$ cat src/rtl/alu32.sv
// Registered two-operand integer ALU (add, sub, and, or) with status flags.
// Define ALU_INPUT_REG_EN to add an input register stage (2-cycle latency).
module alu32 #(
    parameter int WIDTH = 32
) (
    input  logic             clk,
    input  logic             rst,
    input  logic             in_valid,
    input  logic [WIDTH-1:0] a,
    input  logic [WIDTH-1:0] b,
    input  logic [1:0]       sel,
    output logic [WIDTH-1:0] out,
    output logic             out_valid,
    output logic             zero,
    output logic             negative,
    output logic             carry,
    output logic             overflow
);

    logic [WIDTH-1:0] opa;
    logic [WIDTH-1:0] opb;
    logic [1:0]       ops;
    logic             opv;

`ifdef ALU_INPUT_REG_EN
    always_ff @(posedge clk) begin
        if (rst) begin
            opa <= '0;
            opb <= '0;
            ops <= '0;
            opv <= 1'b0;
        end else begin
            opa <= a;
            opb <= b;
            ops <= sel;
            opv <= in_valid;
        end
    end
`else
    assign opa = a;
    assign opb = b;
    assign ops = sel;
    assign opv = in_valid;
`endif

    logic op_add;
    logic op_sub;
    logic op_and;
    logic op_or;

    assign op_add = (ops == 2'd0);
    assign op_sub = (ops == 2'd1);
    assign op_and = (ops == 2'd2);
    assign op_or  = (ops == 2'd3);

    // Extra top bit carries the add carry-out or the subtract borrow.
    logic [WIDTH:0] sum;
    logic [WIDTH:0] diff;

    assign sum  = {1'b0, opa} + {1'b0, opb};
    assign diff = {1'b0, opa} - {1'b0, opb};

    logic             sa;
    logic             sb;
    logic [WIDTH-1:0] res;
    logic             res_c;
    logic             res_v;

    assign sa = opa[WIDTH-1];
    assign sb = opb[WIDTH-1];

    always_comb begin
        res   = '0;
        res_c = 1'b0;
        res_v = 1'b0;
        unique case (1'b1)
            op_add: begin
                res   = sum[WIDTH-1:0];
                res_c = sum[WIDTH];
                res_v = (sa == sb) && (sum[WIDTH-1] != sa);
            end
            op_sub: begin
                res   = diff[WIDTH-1:0];
                res_c = diff[WIDTH];
                res_v = (sa != sb) && (diff[WIDTH-1] != sa);
            end
            op_and: begin
                res = opa & opb;
            end
            op_or: begin
                res = opa | opb;
            end
            default: begin
                res   = '0;
                res_c = 1'b0;
                res_v = 1'b0;
            end
        endcase
    end

    // Idle cycles keep the last result and flags; only out_valid drops.
    always_ff @(posedge clk) begin
        if (rst) begin
            out       <= '0;
            out_valid <= 1'b0;
            zero      <= 1'b0;
            negative  <= 1'b0;
            carry     <= 1'b0;
            overflow  <= 1'b0;
        end else if (opv) begin
            out       <= res;
            out_valid <= 1'b1;
            zero      <= (res == '0);
            negative  <= res[WIDTH-1];
            carry     <= res_c;
            overflow  <= res_v;
        end else begin
            out_valid <= 1'b0;
        end
    end

endmodule

$ cat config.mk
export PLATFORM = sky130hd
export DESIGN_NAME = alu32
export DESIGN_NICKNAME = d
export VERILOG_FILES = /design/src/rtl/alu32.sv
export SDC_FILE = /design/constraint.sdc
export NUM_CORES = 1
export LEC_CHECK = 0
export ABC_AREA = 1
export CORE_MARGIN = 4
export CORE_UTILIZATION = 58
export CTS_CLUSTER_DIAMETER = 50
export DETAILED_ROUTE_END_ITERATION = 16
export GPL_TIMING_DRIVEN = 0
export PLACE_DENSITY = 0.82
export SLEW_MARGIN = 10
export SYNTH_ARGS = -nofsm -noshare
export SYNTH_HDL_FRONTEND = slang
export SYNTH_SLANG_ARGS = --single-unit
$ cat constraint.sdc
create_clock -name clk -period 2.9 [get_ports clk]
set_input_delay 0.435 -clock clk [delete_from_list [all_inputs] [get_ports clk]]
set_output_delay 0.435 -clock clk [all_outputs]
set_load 0.005 [all_outputs]
**Word-level counts from Yosys, hierarchy flattened**

Cells that the tools add are included.

- Add/sub/neg operators: 2
- $mul: 0
- Div/mod/pow operators: 0
- Magnitude comparators: 0
- Equality and inequality tests: 7
- Shift-type cells: 0
- Multiplexer cells: 4
- Bitwise logic cells: 2
- Reduce and logical (&&, ||, !) cells: 4

Operators with widths:

| kind | number |
|---|---|
| $pmux W32 S4 | 1 |
| $add A32 B32 Y33 | 1 |
| $sub A32 B32 Y33 | 1 |
| $and A32 B32 Y32 | 1 |
| $logic_not A32 Y1 | 1 |
| $or A32 B32 Y32 | 1 |
| $eq A2 B2 Y1 const B | 2 |
| $pmux W1 S2 | 2 |
| $ne A1 B1 Y1 | 3 |
| $eq A2 B1 Y1 const B | 1 |
| $logic_and A1 B1 Y1 | 2 |
| $logic_not A2 Y1 | 1 |
| $eq A1 B1 Y1 | 1 |
| $mux W1 | 1 |

- Register bits: 37
- Latch bits: 0
- Memory bits (writable): 0
- ROM bits: 0
- Input port bits: 69
- Output and inout port bits: 37
- Logic and storage cells: 25
- Memories: 0

**Longest topological paths before layout**

- Depth in word-level cells: 4
- Gate-level depth with buffers: 22

**Worst setup path before layout**

Ideal clock, no wire load.

- Path type: input-to-reg
- From: input a[0]
- To: register zero
- Setup time: 0.068 ns
- Arrival: 2.340 ns
- Data required time: 2.832 ns
- Setup slack: 0.493 ns
- Stages: 20
- Path buffers: 0
- Cells stage by stage: ha_1 -> inv_1 -> fa_1 -> inv_1 -> nand3_1 -> nand2_1 -> nand2_1 -> nand2_1 -> nand2_1 -> nand2_1 -> nand2_1 -> nand3_1 -> nand2_1 -> nor2_1 -> nand2_1 -> nor2_1 -> nand3_1 -> nor2_1 -> nand2_1 -> a21oi_2

- Longest elaborated chain between the ends: 3
- Elaborated cells on any way between the ends: 6

Ends and longest elaborated chain:

| what | RTL line | text |
|---|---|---|
| from (decl) | 9 | `input logic [WIDTH-1:0] a,` |
| $sub A32 B32 Y33, or another cell as far along | 61 | `assign diff = {1'b0, opa} - {1'b0, opb};` |
| $pmux W32 S4 * | 76 | `unique case (1'b1)` |
| $logic_not A32 Y1 * | 113 | `zero <= (res == '0);` |
| to (signal assigned) | 113 |  |
| to (decl) | 14 | `output logic zero,` |

Every way passes the cells marked *; elsewhere a longest branch is shown, timed or not.
A chain may end at the register's enable or synchronous reset.

**Worst setup path in the final report**

- From: input sel[0]
- To: register zero

- Longest elaborated chain between the ends: 3
- Elaborated cells on any way between the ends: 6

Ends and longest elaborated chain:

| what | RTL line | text |
|---|---|---|
| from (decl) | 11 | `input logic [1:0] sel,` |
| $eq A2 B2 Y1, or another cell as far along | 54 | `assign op_or = (ops == 2'd3);` |
| $pmux W32 S4 * | 76 |  |
| $logic_not A32 Y1 * | 113 |  |

Marks and branches as above.

==> results.toml <==
[run_status]
status = "finished, violations left"
violations = "setup timing"

[clock_network]
cts_hold_buffers = 0
path_clk_slew_ns = 0.05
root_buffer = "clkbuf_16"
clock_latency_ns = 0.28
clockBufferDepth = 2
cts_made_buffers = 5
cts.sinks = 36
h-tree-depth = 2
cts_tree = "yes"

[power_and_ir_drop]
p_sw_uw = 1550
pwr-share-clk_pct = 16.4
powerDensity_nw_per_um2 = 288
leakage_uw = 0.00621
totalPowerFinal_uw = 3190
ir_drop_uv = 300
seqPwrFrac_pct = 17.6
pwr-share-comb_pct = 65.9
p_int_uw = 1640
power.share.switching_pct = 48.6

[detailed_routing]
drc_errors = 0
dr_wl_met3_um = 4420
firstDrtPassIters = 9
vias = 10955
routedWlPerCell_um = 18.5
drt-met1-wl_um = 12300
dr_wl_met2_um = 15500
ant_nets = 0
routed.top_layer = "met4"
totalWireLength_um = 34400
via_per_inst = 5.89
drt-initial-drc-count = 1672

[worst_hold_path]
hold_depth = 2
hold_class = "flip-flop to flip-flop"

[place]
place_ws_ns = -0.751
dp_hpwl_um = 24900
place.gp.congestion = 1.05
io_buffers = 105

[timing]
timing.final.ws_setup_ns = -0.0128
finalSetupViolations = 1
relSlewSlack_pct = 56.6
fin_skew_ns = 0
fmax_mhz = 343
drv_slew = 0
holdWs_ns = 0.488
period_share_pct = 100
finalHoldViolations = 0
finalSetupTns_ns = -0.0128
period_minus_slack_ns = 2.91
worst_pin_slew_ns = 0.651

[logic_synthesis]
postSynthCellCount = 1522
syn_avg_cell_area_um2 = 5.32
synth_cell_types = 38
ys_seq_elements = 36
synth_warnings = 0
syn_nets = 1698
synth_seq_area_share_pct = 8.91
syn_area_um2 = 8090

[grt]
groute.usage.overall_pct = 37.0
grt_max_degree = 13
antenna_found_initial = 0
grt_pass1_wl_um = 47900
grt_pass1_vias = 9562
grt_overflow_total = 0

[critical_path]
start_kind = "input pin"
cp.arrival_ns = 3.12
rr_worst_depth = 2
critPathMaxStageDelay_ns = 0.57
crit_path_end_kind = "flip-flop"
critPathMaxFanout = 10
crit_required_ns = 3.11
critPathSlowestCell = "clkdlybuf4s50_1"
worst-setup-path-type = "input pin to flip-flop"
worstPathCellList = "clkdlybuf4s50_1 -> inv_1 -> nand2_1 -> buf_2 -> clkbuf_4 -> o22ai_1 -> inv_1 -> nand2_1 -> nor2_1 -> nand3_1 -> nor2_1 -> nand3_1 -> nor2_1 -> nand2_1 -> a21oi_2"

[die]
coreArea_um2 = 13500
die_x_um = 126
start_util_pct = 60.1
fp-row-count = 42
die_y_um = 126
die_area_um2 = 15900
io_pins = 106

[final_layout]
syn_to_final_growth_pct = 37.2
fill_cells = 950
antennaDiodeCount = 0
drive_gt1_share_pct = 22.0
num-nets-final = 1858
final_util_pct = 82.5

[run]
drv_cap = 0
layer usage:
layer  vias to the layer above  global-route usage [%]
li1                       4992                       -
met1                      4858                    48.2
met2                       901                    62.1
met3                       204                    4.15
met4                         0                    15.3
met5                         -                       0
worst paths after layout:
check,from,slack (ns),to
worst min-delay path,overflow,0.49,overflow
worst min register to register,overflow,0.49,overflow
worst max-delay path,sel[0],-0.01,zero
worst max register to register,out[4],1.91,out[4]
cell families after synthesis:
family                     Yosys count  synth area share [%]
buffers and inverters              385                  19.2
AOI/OAI and AO/OA                  170                  11.9
adders and majority gates          107                  16.7
xor gates and xnor gates             2                 0.217
and+or+nand+nor                    822                  43.1
DFF                                 36                  8.91
critical path, delay by kind of cell:
family | cells | cell delay (ns)
buffers and inverters | 5 | 1.51
AO/OA/AOI/OAI | 2 | 0.22
AND/OR/NAND/NOR | 8 | 0.93
through the flow:
step / std cells / area, um^2
2_1_floorplan: 1522 / 8090
6_report: 1859 / 11100
5_1_grt: 1859 / 11100
3_5_place_dp: 1803 / 9360
3_3_place_gp: 1803 / 9360
4_1_cts: 1817 / 9750
cell type report:
class | instances | area [um^2] | area share (%)
Tap cell | 176 | 220 | 1.98
Inverter | 341 | 1300 | 11.7
Timing Repair Buffer | 153 | 1490 | 13.4
Buffer | 44 | 339 | 3.05
Sequential cell | 36 | 721 | 6.49
Clock inverter | 3 | 18.8 | 0.169
Clock buffer | 5 | 125 | 1.13
Multi-Input combinational cell | 1101 | 6890 | 62.0
sequential cells by signal, summed over array words and instances, names as in the netlist:
| name | flops |
|---|---|
| overflow | 1 |
| zero | 1 |
| out | 32 |
| carry | 1 |
| out_valid | 1 |
synthesized netlist by cell type (all sizes together):
library cell / count / area, um^2
nand3: 130 / 711
a2111oi: 1 / 8.76
ha: 105 / 1310
nor4: 1 / 6.26
inv: 341 / 1280
and3: 1 / 6.26
clkbuf: 9 / 35.0
o22ai: 30 / 188
and2: 3 / 18.8
o21ai: 49 / 245
o211ai: 16 / 120
a31oi: 1 / 6.26
a21oi: 66 / 342
nand2: 466 / 1780
nand3b: 9 / 67.6
o21bai: 6 / 45.0
or2: 2 / 12.5
dfxtp: 36 / 721
nor3: 6 / 35.0
fa: 2 / 40.0
nor2: 188 / 746
o211a: 1 / 10.0
xor2: 2 / 17.5
buf: 35 / 230
nand4: 16 / 100
power by group through the flow:
stage	Sequential [uW]	Clock, uW	Combinational [uW]
finish	563	525	2110
detailed placement	568	0	1570
floorplan	569	0	1010
global placement	566	0	1540
CTS	559	519	1640
global route	567	538	2250
timing repair:
item,CTS,global route
buffers inserted,6,38
hold endpoints to repair,0,0
endpoints found under the setup margin,11,18
resized for setup,71,314
gates cloned,0,4
pin swaps,9,82
placed cells by master, fill, tap and decap left out, drive strengths merged, types with 6 or more instances in the layout:
master,instances
o211ai,16
dfxtp,36
a21oi,66
clkbuf,19
clkdlybuf4s50,68
o21bai,6
inv,339
nor3,6
nand3,130
o22ai,30
nand2,466
o21ai,49
nor2,188
dlymetal6s2s,34
nand3b,9
ha,105
buf,80
nand4,16
No activity file was read; power rests on OpenSTA's default activity.
